[config.mk]
export PLATFORM = sky130hd
export DESIGN_NAME = fetch_stage
export DESIGN_NICKNAME = d
export VERILOG_FILES = /design/src/rtl/fetch_stage_pkg.sv /design/src/rtl/fetch_stage_fifo.sv /design/src/rtl/fetch_stage.sv
export SDC_FILE = /design/constraint.sdc
export NUM_CORES = 1
export LEC_CHECK = 0
export CORE_MARGIN = 2
export CORE_UTILIZATION = 30
export DETAILED_ROUTE_END_ITERATION = 16
export MAX_ROUTING_LAYER = met4
export PLACE_DENSITY_LB_ADDON = 0.15
export SLEW_MARGIN = 25
export SYNTH_ARGS = -nofsm -noshare
export SYNTH_HDL_FRONTEND = slang
export SYNTH_SLANG_ARGS = --single-unit
[constraint.sdc]
create_clock -name clk -period 5.9 [get_ports clk]
set_clock_uncertainty 0.1 [all_clocks]
set_input_delay 1.18 -clock clk [delete_from_list [all_inputs] [get_ports clk]]
set_output_delay 1.18 -clock clk [all_outputs]
set_load 0.05 [all_outputs]
[src/rtl/fetch_stage_pkg.sv]
// -----------------------------------------------------------------------------
// riscv_defines
// Shared widths and types for the instruction fetch slice.
//   RISCV_WORD_WIDTH  : instruction word width
//   RISCV_ADDR_WIDTH  : byte address width
//   RISCV_INSTR_BYTES : bytes per fetched instruction word
//   fetch_entry_t     : prefetch FIFO entry {addr, instr}
//   FETCH_RUN/FLUSH   : fetch control FSM encodings
// -----------------------------------------------------------------------------
package riscv_defines;

    localparam int RISCV_WORD_WIDTH  = 32;
    localparam int RISCV_ADDR_WIDTH  = 32;
    localparam int RISCV_INSTR_BYTES = 4;

    typedef struct packed {
        logic [RISCV_ADDR_WIDTH-1:0] addr;
        logic [RISCV_WORD_WIDTH-1:0] instr;
    } fetch_entry_t;

    localparam logic [0:0] FETCH_RUN   = 1'b0;
    localparam logic [0:0] FETCH_FLUSH = 1'b1;

endpackage

[src/rtl/fetch_stage_fifo.sv]
// -----------------------------------------------------------------------------
// fetch_fifo
// Prefetch FIFO holding fetched words tagged with their address.
//   clk, rst_n  : clock, asynchronous active-low reset
//   push        : write push_data at the tail
//   pop         : drop the head entry
//   flush       : empty the FIFO (wins over push and pop)
//   push_data   : entry to write
//   head        : current head entry (reset value {RST_ADDR, 0})
//   count       : number of valid entries
//   full, empty : occupancy flags
// -----------------------------------------------------------------------------
module fetch_fifo
    import riscv_defines::*;
#(
    parameter int                          DEPTH    = 2,
    parameter logic [RISCV_ADDR_WIDTH-1:0] RST_ADDR = '0,
    localparam int                         CNT_W    = $clog2(DEPTH + 1)
) (
    input  logic             clk,
    input  logic             rst_n,
    input  logic             push,
    input  logic             pop,
    input  logic             flush,
    input  fetch_entry_t     push_data,
    output fetch_entry_t     head,
    output logic [CNT_W-1:0] count,
    output logic             full,
    output logic             empty
);

    localparam int PTR_W = (DEPTH > 1) ? $clog2(DEPTH) : 1;

    fetch_entry_t     mem [DEPTH];
    logic [PTR_W-1:0] rd_ptr;
    logic [PTR_W-1:0] wr_ptr;

    // Depth need not be a power of two, so wrap explicitly.
    function automatic logic [PTR_W-1:0] ptr_inc(input logic [PTR_W-1:0] p);
        return (p == PTR_W'(DEPTH - 1)) ? '0 : p + PTR_W'(1);
    endfunction

    // Storage is reset too so the decoder-facing outputs have defined
    // values straight out of reset.
    always_ff @(posedge clk or negedge rst_n) begin
        if (!rst_n) begin
            for (int i = 0; i < DEPTH; i++) begin
                mem[i] <= fetch_entry_t'{addr: RST_ADDR, instr: '0};
            end
            rd_ptr <= '0;
            wr_ptr <= '0;
            count  <= '0;
        end else if (flush) begin
            rd_ptr <= '0;
            wr_ptr <= '0;
            count  <= '0;
        end else begin
            if (push) begin
                mem[wr_ptr] <= push_data;
                wr_ptr      <= ptr_inc(wr_ptr);
            end
            if (pop) begin
                rd_ptr <= ptr_inc(rd_ptr);
            end
            if (push && !pop) begin
                count <= count + CNT_W'(1);
            end else if (!push && pop) begin
                count <= count - CNT_W'(1);
            end
        end
    end

    assign head  = mem[rd_ptr];
    assign full  = (count == CNT_W'(DEPTH));
    assign empty = (count == '0);

`ifndef SYNTHESIS
    a_no_overflow: assert property (@(posedge clk) disable iff (!rst_n)
        !(push && full && !pop && !flush));
    a_no_underflow: assert property (@(posedge clk) disable iff (!rst_n)
        !(pop && empty && !flush));
`endif

endmodule

[src/rtl/fetch_stage.sv]
// -----------------------------------------------------------------------------
// fetch_stage
// Instruction fetch: issues word requests, buffers responses in a prefetch
// FIFO and presents them to the decoder; handles branch/jump redirects.
//   clk, rst_n          : clock, asynchronous active-low reset
//   instr_mem_req_o     : memory request (held with address until gnt)
//   instr_mem_addr_o    : request address, word aligned
//   instr_mem_gnt_i     : request accepted this cycle
//   instr_mem_rvalid_i  : in-order response valid
//   instr_mem_rdata_i   : response word
//   instr_o, pc_o       : FIFO head word and its address
//   instr_valid_o       : head valid
//   instr_req_i         : decoder consumes head
//   target_addr_i       : redirect address (bits [1:0] ignored)
//   target_valid_i      : redirect strobe
// -----------------------------------------------------------------------------
module fetch_stage
    import riscv_defines::*;
#(
    parameter logic [RISCV_ADDR_WIDTH-1:0] BOOT_ADDR  = 32'h0000_0000,
    parameter int                          FIFO_DEPTH = 2
) (
    input  logic                        clk,
    input  logic                        rst_n,
    output logic                        instr_mem_req_o,
    output logic [RISCV_ADDR_WIDTH-1:0] instr_mem_addr_o,
    input  logic                        instr_mem_gnt_i,
    input  logic                        instr_mem_rvalid_i,
    input  logic [RISCV_WORD_WIDTH-1:0] instr_mem_rdata_i,
    output logic [RISCV_WORD_WIDTH-1:0] instr_o,
    output logic                        instr_valid_o,
    output logic [RISCV_ADDR_WIDTH-1:0] pc_o,
    input  logic                        instr_req_i,
    input  logic [RISCV_ADDR_WIDTH-1:0] target_addr_i,
    input  logic                        target_valid_i
);

    localparam int CNT_W = $clog2(FIFO_DEPTH + 1);
    localparam logic [RISCV_ADDR_WIDTH-1:0] STEP = RISCV_ADDR_WIDTH'(RISCV_INSTR_BYTES);

    logic [0:0]                  state_q, state_d;
    logic [RISCV_ADDR_WIDTH-1:0] npc_q, npc_d;
    logic [RISCV_ADDR_WIDTH-1:0] rpc_q, rpc_d;
    logic [RISCV_ADDR_WIDTH-1:0] stale_addr_q, stale_addr_d;
    logic                        req_q, req_d;
    logic                        stale_q, stale_d;
    logic [CNT_W-1:0]            out_q, out_d;
    logic [CNT_W-1:0]            disc_cnt_q, disc_cnt_d;
    logic [CNT_W-1:0]            cnt_d;
    logic [CNT_W:0]              level_d;
    logic [RISCV_ADDR_WIDTH-1:0] target_aligned;

    logic                        gnt_fire;
    logic                        redirect;
    logic                        push;
    logic                        pop;
    fetch_entry_t                head;
    fetch_entry_t                push_entry;
    logic [CNT_W-1:0]            fifo_count;
    logic                        fifo_full;
    logic                        fifo_empty;
    logic                        unused_bits;

    assign unused_bits    = ^{target_addr_i[1:0], fifo_full};
    assign target_aligned = {target_addr_i[RISCV_ADDR_WIDTH-1:2], 2'b00};

    assign gnt_fire = req_q & instr_mem_gnt_i;
    assign redirect = target_valid_i;
    // Redirect wins over both pop and push in the same cycle.
    assign pop      = ~fifo_empty & instr_req_i & ~redirect;
    assign push     = instr_mem_rvalid_i & (state_q == FETCH_RUN) & ~redirect;

    // Live responses arrive in order starting at the last redirect target,
    // so a running counter tags each pushed word with its address.
    assign push_entry = fetch_entry_t'{addr: rpc_q, instr: instr_mem_rdata_i};

    fetch_fifo #(
        .DEPTH    (FIFO_DEPTH),
        .RST_ADDR (BOOT_ADDR)
    ) u_fifo (
        .clk       (clk),
        .rst_n     (rst_n),
        .push      (push),
        .pop       (pop),
        .flush     (redirect),
        .push_data (push_entry),
        .head      (head),
        .count     (fifo_count),
        .full      (fifo_full),
        .empty     (fifo_empty)
    );

    always_comb begin
        out_d = out_q;
        if (gnt_fire && !instr_mem_rvalid_i) begin
            out_d = out_q + CNT_W'(1);
        end else if (!gnt_fire && instr_mem_rvalid_i) begin
            out_d = out_q - CNT_W'(1);
        end

        cnt_d = fifo_count;
        if (redirect) begin
            cnt_d = '0;
        end else if (push && !pop) begin
            cnt_d = fifo_count + CNT_W'(1);
        end else if (!push && pop) begin
            cnt_d = fifo_count - CNT_W'(1);
        end

        // Every word in flight after this cycle predates the redirect. A
        // stale pending request joins the count only once it is granted.
        disc_cnt_d = disc_cnt_q;
        if (redirect) begin
            disc_cnt_d = out_d;
        end else begin
            if (instr_mem_rvalid_i && (disc_cnt_q != '0)) begin
                disc_cnt_d = disc_cnt_d - CNT_W'(1);
            end
            if (gnt_fire && stale_q) begin
                disc_cnt_d = disc_cnt_d + CNT_W'(1);
            end
        end

        npc_d = npc_q;
        if (redirect) begin
            npc_d = target_aligned;
        end else if (gnt_fire && !stale_q) begin
            npc_d = npc_q + STEP;
        end

        stale_d      = stale_q;
        stale_addr_d = stale_addr_q;
        if (gnt_fire) begin
            stale_d = 1'b0;
        end
        if (redirect && req_q && !instr_mem_gnt_i) begin
            stale_d = 1'b1;
            if (!stale_q) begin
                stale_addr_d = npc_q;
            end
        end

        rpc_d = rpc_q;
        if (redirect) begin
            rpc_d = target_aligned;
        end else if (push) begin
            rpc_d = rpc_q + STEP;
        end

        level_d = {1'b0, cnt_d} + {1'b0, out_d};
        if (req_q && !instr_mem_gnt_i) begin
            req_d = 1'b1;
        end else begin
            req_d = (level_d < (CNT_W + 1)'(FIFO_DEPTH));
        end

        state_d = (disc_cnt_d != '0) ? FETCH_FLUSH : FETCH_RUN;
    end

    always_ff @(posedge clk or negedge rst_n) begin
        if (!rst_n) begin
            state_q      <= FETCH_RUN;
            npc_q        <= BOOT_ADDR;
            rpc_q        <= BOOT_ADDR;
            stale_addr_q <= BOOT_ADDR;
            req_q        <= 1'b0;
            stale_q      <= 1'b0;
            out_q        <= '0;
            disc_cnt_q   <= '0;
        end else begin
            state_q      <= state_d;
            npc_q        <= npc_d;
            rpc_q        <= rpc_d;
            stale_addr_q <= stale_addr_d;
            req_q        <= req_d;
            stale_q      <= stale_d;
            out_q        <= out_d;
            disc_cnt_q   <= disc_cnt_d;
        end
    end

    assign instr_mem_req_o  = req_q;
    assign instr_mem_addr_o = stale_q ? stale_addr_q : npc_q;
    assign instr_valid_o    = ~fifo_empty;
    assign instr_o          = head.instr;
    assign pc_o             = head.addr;

`ifndef SYNTHESIS
    a_rvalid_needs_outstanding: assert property (@(posedge clk) disable iff (!rst_n)
        !(instr_mem_rvalid_i && (out_q == '0)));
`endif

endmodule

==> results.json, run 1 <==
{
  "grt_pass1_vias": 7248,
  "ir_drop_mv": 0.3140,
  "drc_errors": 0,
  "io_buffers": 163,
  "synth_area_per_cell_um2": 13.23,
  "status": "finished clean",
  "maxCapViolCount": 0,
  "core_area_um2": 35660,
  "period_share": 0.7325,
  "antenna_found_initial": 0,
  "drive_gt1_frac": 0.3497,
  "dpl.hpwl_um": 17160,
  "crit_path_end_kind": "output pin",
  "die_h_um": 194.5,
  "power_density_nw_per_um2": 579.1,
  "final_common_cell": "mux2_2",
  "rsz0062_at_grt": "no",
  "wl_per_cell_um": 18.02,
  "ant_nets": 0,
  "synth_edf_count": 0,
  "clk_pin_slew_ns": 0.06,
  "synth_warnings": 0,
  "crit_type": "register to output pin",
  "fin_nets": 1057,
  "fmax_ghz": 0.2314,
  "track_usage": 0.1446,
  "drtIter0Drc": 222,
  "final_cell_mix": "mux2_2 (281), dfrtp_1 (226), clkdlybuf4s50_1 (162)",
  "grt_pass1_wl_um": 42260,
  "cts_tree": "built",
  "cts_setup_buffers": 0,
  "root_buffer": "clkbuf_16",
  "vias": 6780,
  "cts_hold_buf": 0,
  "critPathLaunchType": "register",
  "setup-tns-final_ns": 0,
  "yosys_most_used_dff": "dfrtp_1",
  "clk-insertion-delay-late_ns": 0.55,
  "min_period_ns": 4.322,
  "viasPerCell": 4.647,
  "syn_to_final_growth_pct": 27.82,
  "die_w_um": 194.5,
  "dieArea_um2": 37830,
  "wl_um": 26280,
  "cts_sinks": 227,
  "cts_made_buffers": 28,
  "grt_max_degree": 116,
  "antenna_cells": 0,
  "critPathMaxFanout": 32,
  "critical_path_required_ns": 4.62,
  "worst_pin_slew_ns": 0.9461,
  "synth-seq-cells": 227,
  "synthesis.area_um2": 10890,
  "slew_headroom": 0.3693,
  "grt_overflow": 0,
  "num_io_pins": 168,
  "slew_viol_final": 0,
  "reg2reg_slack_ns": 3.42,
  "cellLeakagePower_uw": 0.005650,
  "htreeDepth": 1,
  "ys_types": 44,
  "rows": 69,
  "dr.pass1.iters": 4,
  "hold_path.class": "register to register",
  "gp_congestion": 0.7407,
  "hold_viol": 0,
  "fin_util": 0.3903,
  "yosysSeqAreaShare": 0.5217,
  "cts.path.max_buffers": 3,
  "synthCells": 823,
  "setup_violations": 0,
  "async_flop_share": 1.000,
  "arrival_ns": 3.04,
  "post_cts_resized": 0,
  "floorplan.initialDensity": 0.3054
}
cells in the mapped netlist (4+ instances only):
cell | number | share of area
mux2_2 | 281 | 0.29
dfrtp_1 | 227 | 0.52
xnor2_1 | 42 | 0.034
nand2_1 | 32 | 0.011
nor2_1 | 24 | 0.0083
nand4_1 | 23 | 0.013
xor2_1 | 23 | 0.019
a21oi_1 | 17 | 0.0078
clkbuf_1 | 17 | 0.0059
nand3_1 | 17 | 0.0078
buf_2 | 14 | 0.0064
inv_1 | 11 | 0.0038
and3_1 | 8 | 0.0046
buf_4 | 8 | 0.0055
o21ai_0 | 8 | 0.0037
and2_1 | 7 | 0.0040
buf_1 | 5 | 0.0017
nand2b_1 | 5 | 0.0029
nor2b_1 | 5 | 0.0029
nor4_4 | 5 | 0.0098
ha_1 | 4 | 0.0046
final cells by class:
class	count	area (µm²)
multi-input combinational	542	4965
inverter	11	41.29
clock buffer	41	839.6
timing repair buffer	172	1749
fill	3453	21740
tap	461	576.8
clock inverter	5	63.81
sequential	227	5682
path summary, 6_finish.rpt:
path | to | depth (start not counted) | startpoint
max in group asynchronous | u_fifo.mem[114] | 2 | rst_n
worst min-delay path | stale_addr_q[1] | 1 | stale_addr_q[1]
worst min register to register | stale_addr_q[1] | 1 | stale_addr_q[1]
min in group asynchronous | u_fifo.rd_ptr | 1 | rst_n
worst max-delay path | instr_o[2] | 3 | u_fifo.rd_ptr
worst max register to register | npc_q[28] | 6 | stale_q
registers in the layout, indices dropped and copies added (netlist names):
name,cells
stale_q,1
u_fifo.count,2
npc_q,30
u_fifo.wr_ptr,1
u_fifo.mem,124
disc_cnt_q,2
state_q,1
stale_addr_q,32
instr_mem_req_o,1
u_fifo.rd_ptr,1
rpc_q,30
out_q,2
metrics by stage:
step           setup WS, ns  instance area (µm²)  instances  hold WS [ns]  total power [µW]
6_report              1.578                13920       1459        0.3800              8059
3_3_place_gp          1.988                12990       1412        0.3609              6421
2_1_floorplan         2.608                10890        824        0.3499              5243
5_1_grt               1.389                13920       1459        0.3998              8515
3_5_place_dp          1.930                12990       1412        0.3735              6456
4_1_cts               1.455                13890       1458        0.3865              8195
routing by layer:
layer  up-vias  wire length (µm)  global-route usage  part of all wire
met3        34              1192             0.02672             0.045
met2       142             11380              0.2155              0.43
met1      3357             13210              0.2049              0.50
li1       3247                 -                   -                 -
met5         -                 0                   -                 0
met4         0               496             0.03077             0.019
cells by family after synthesis:
logic type      share of synthesized area
compound gates                    0.02172
xor+xnor                          0.05229
fa+ha+maj                        0.006436
buf+inv                           0.02333
flops                              0.5217
mux                                0.2925
other cells                     0.0003444
simple gates                      0.08171
worst max-delay path, cell delays in order (launching register included):
cell and delay, ns:
dfrtp_2 0.90, buf_4 0.47, mux2_2 0.37, clkdlybuf4s50_1 0.73
power by group:
part	internal (µW)	switching, µW	total, µW
clock	1020	658	1670
combinational	1620	2270	3890
sequential	2140	354	2490
total	4780	3280	8060
(Power assumes the default switching activity.)
==> inputs of run 2 (changes only) <==
- clock period: 5.9 -> 4.14 ns (I/O delays scaled with it)
==> run 2 against run 1 <==
Wire length increased by 0.19%. Global-route usage rose by 0.069 points. Die area did not move. Sequential power is 42% higher. Flip-flop and latch count unchanged. Clock power rose by 45%. Non-clock buffer count increased by 6. Utilization grew 0.21 points. Final area rose by 0.54%. Worst hold slack lost 0.16 ns. Via count increased by 1.1%. Register-to-register slack worse by 1.7 ns.
==> results.json, run 2 (same netlist as run 1, synthesis figures left out) <==
{
  "drc_errors": 0,
  "dieArea_um2": 37830,
  "setup_violations": 0,
  "critPathMaxFanout": 26,
  "hold_viol": 0,
  "r2r_start": "stale_q",
  "critical_path_required_ns": 3.21,
  "antenna_found_initial": 0,
  "crit_path_end_kind": "output pin",
  "dr.pass1.iters": 4,
  "antenna_cells": 0,
  "final_common_cell": "mux2_2",
  "power_density_nw_per_um2": 826.3,
  "cts_made_buffers": 27,
  "root_buffer": "clkbuf_16",
  "p_clk_frac": 0.209,
  "fmax_ghz": 0.2827,
  "cpPeakStageDelay_ns": 0.75,
  "grt_pass1_wl_um": 42690,
  "die_h_um": 194.5,
  "cts_sinks": 227,
  "ant_nets": 0,
  "ff2ff_path_depth": 6,
  "fin_area_um2": 13990,
  "maxCapViolCount": 0,
  "reg2reg_slack_ns": 1.76,
  "p_seq_frac": 0.306,
  "critPathSlowestCell": "clkdlybuf4s50_1",
  "final_cell_mix": "mux2_2 (281), dfrtp_1 (226), clkdlybuf4s50_1 (162)",
  "largest-register": "u_fifo.mem",
  "hold_path.class": "input pin to asynchronous set/reset pin",
  "arrival_ns": 2.61,
  "timing.rr.end": "npc_q[24]",
  "reg_top3": "u_fifo.mem: 124 flops, stale_addr_q: 32 flops",
  "rows": 69,
  "wl_um": 26330,
  "cts_setup_buffers": 0,
  "min_period_ns": 3.537,
  "grt_max_degree": 103,
  "comb_power_share": 0.485,
  "crit_type": "register to output pin",
  "switchingPower_uw": 4693,
  "drtIter0Drc": 280,
  "cts.path.max_buffers": 3,
  "grt_pass1_vias": 7277,
  "die_w_um": 194.5,
  "rsz0062_at_grt": "no",
  "critPathLaunchType": "register",
  "cts_tree": "built",
  "largest_reg_flops": 124,
  "cellLeakagePower_uw": 0.005689,
  "n_fill_cell": 3444,
  "floorplan.initialDensity": 0.3054,
  "htreeDepth": 1,
  "switching_share": 0.4059,
  "slew_headroom": 0.4435,
  "fin_nets": 1062,
  "status": "finished clean",
  "worst_pin_slew_ns": 0.8348,
  "setup-tns-final_ns": 0,
  "cp_cell_sequence": "buf_12 -> mux2_2 -> clkdlybuf4s50_1",
  "core_area_um2": 35660,
  "wl_per_cell_um": 17.93,
  "num_io_pins": 168,
  "io_buffers": 163,
  "post_cts_resized": 0,
  "clk-insertion-delay-late_ns": 0.54,
  "dpl.hpwl_um": 17730,
  "track_usage": 0.1453,
  "gp_congestion": 0.7596,
  "slew_viol_final": 0,
  "clk_pin_slew_ns": 0.06,
  "post_dp_cell_area_um2": 13090,
  "p_int_uw": 6868,
  "viasPerCell": 4.666,
  "period_share": 0.8543,
  "multi_input_area_um2": 4965,
  "drive_gt1_frac": 0.3522,
  "grt_overflow": 0,
  "cts_hold_buf": 0,
  "ir_drop_mv": 0.4979,
  "seq_area_um2": 5682,
  "vias": 6855,
  "syn_to_final_growth_pct": 28.51
}
## run 2: cell types whose count changed in the layout (fill, tap and decap cells not counted), sizes merged
cell / previous run / this run
clkinvlp: 1 / 0
clkbuf: 41 / 40
clkinv: 3 / 6
bufinv: 1 / 3
buf: 10 / 16
inv: 11 / 12
## run 2: worst max-delay path, delay by kind of cell (launching register included)
| family | cells | cell delay [ns] |
|---|---|---|
| buffers and inverters | 2 | 1.02 |
| flip-flops | 1 | 0.67 |
| multiplexers | 1 | 0.36 |
## run 2: worst max-delay path by stage
| stage | from | end | slack (ns) |
|---|---|---|---|
| final | u_fifo.rd_ptr | pc_o[31] | 0.60 |
| after detailed placement | instr_mem_rvalid_i | u_fifo.mem[12] | 0.78 |
| after CTS | u_fifo.rd_ptr | pc_o[29] | 0.53 |
| after floorplan | stale_q | instr_mem_addr_o[11] | 1.20 |
| after global routing | u_fifo.rd_ptr | pc_o[12] | 0.46 |
| after global placement | instr_mem_rvalid_i | u_fifo.mem[28] | 0.79 |
## run 2: metal layers
layer | global-route usage | wire length [µm] | vias to the layer above
met5 | - | 0 | -
met3 | 0.02638 | 1198 | 37
met2 | 0.2170 | 11420 | 142
li1 | - | - | 3271
met4 | 0.03077 | 520 | 0
met1 | 0.2058 | 13200 | 3405
## run 2: layout make-up
class                           count  share of cell area
Timing Repair Buffer              178              0.1304
Clock buffer                       40             0.05535
Multi-Input combinational cell    542              0.3548
Clock inverter                     10            0.009210
Sequential cell                   227              0.4061
Inverter                           11            0.002951
Tap cell                          461             0.04122
## run 2: power by group through the flow
stage | clock network, µW | registers [µW] | logic, µW
after floorplan | 0 | 3410 | 4060
after global placement | 0 | 3550 | 5640
after detailed placement | 0 | 3580 | 5670
after CTS | 2500 | 3540 | 5700
after global routing | 2600 | 3670 | 5940
final | 2420 | 3530 | 5610
## run 2: metrics by stage
stage / hold slack (ns) / worst slack [ns] / power (µW) / instances / utilization
4_1_cts: 0.2617 / 0.5327 / 11740 / 1469 / 0.3924
5_1_grt: 0.2930 / 0.4581 / 12210 / 1469 / 0.3924
2_1_floorplan: 0.3499 / 1.200 / 7472 / 824 / -
6_report: 0.2231 / 0.6030 / 11560 / 1469 / 0.3924
3_3_place_gp: 0.3613 / 0.7863 / 9194 / 1419 / 0.3671
3_5_place_dp: 0.3715 / 0.7813 / 9247 / 1419 / 0.3671
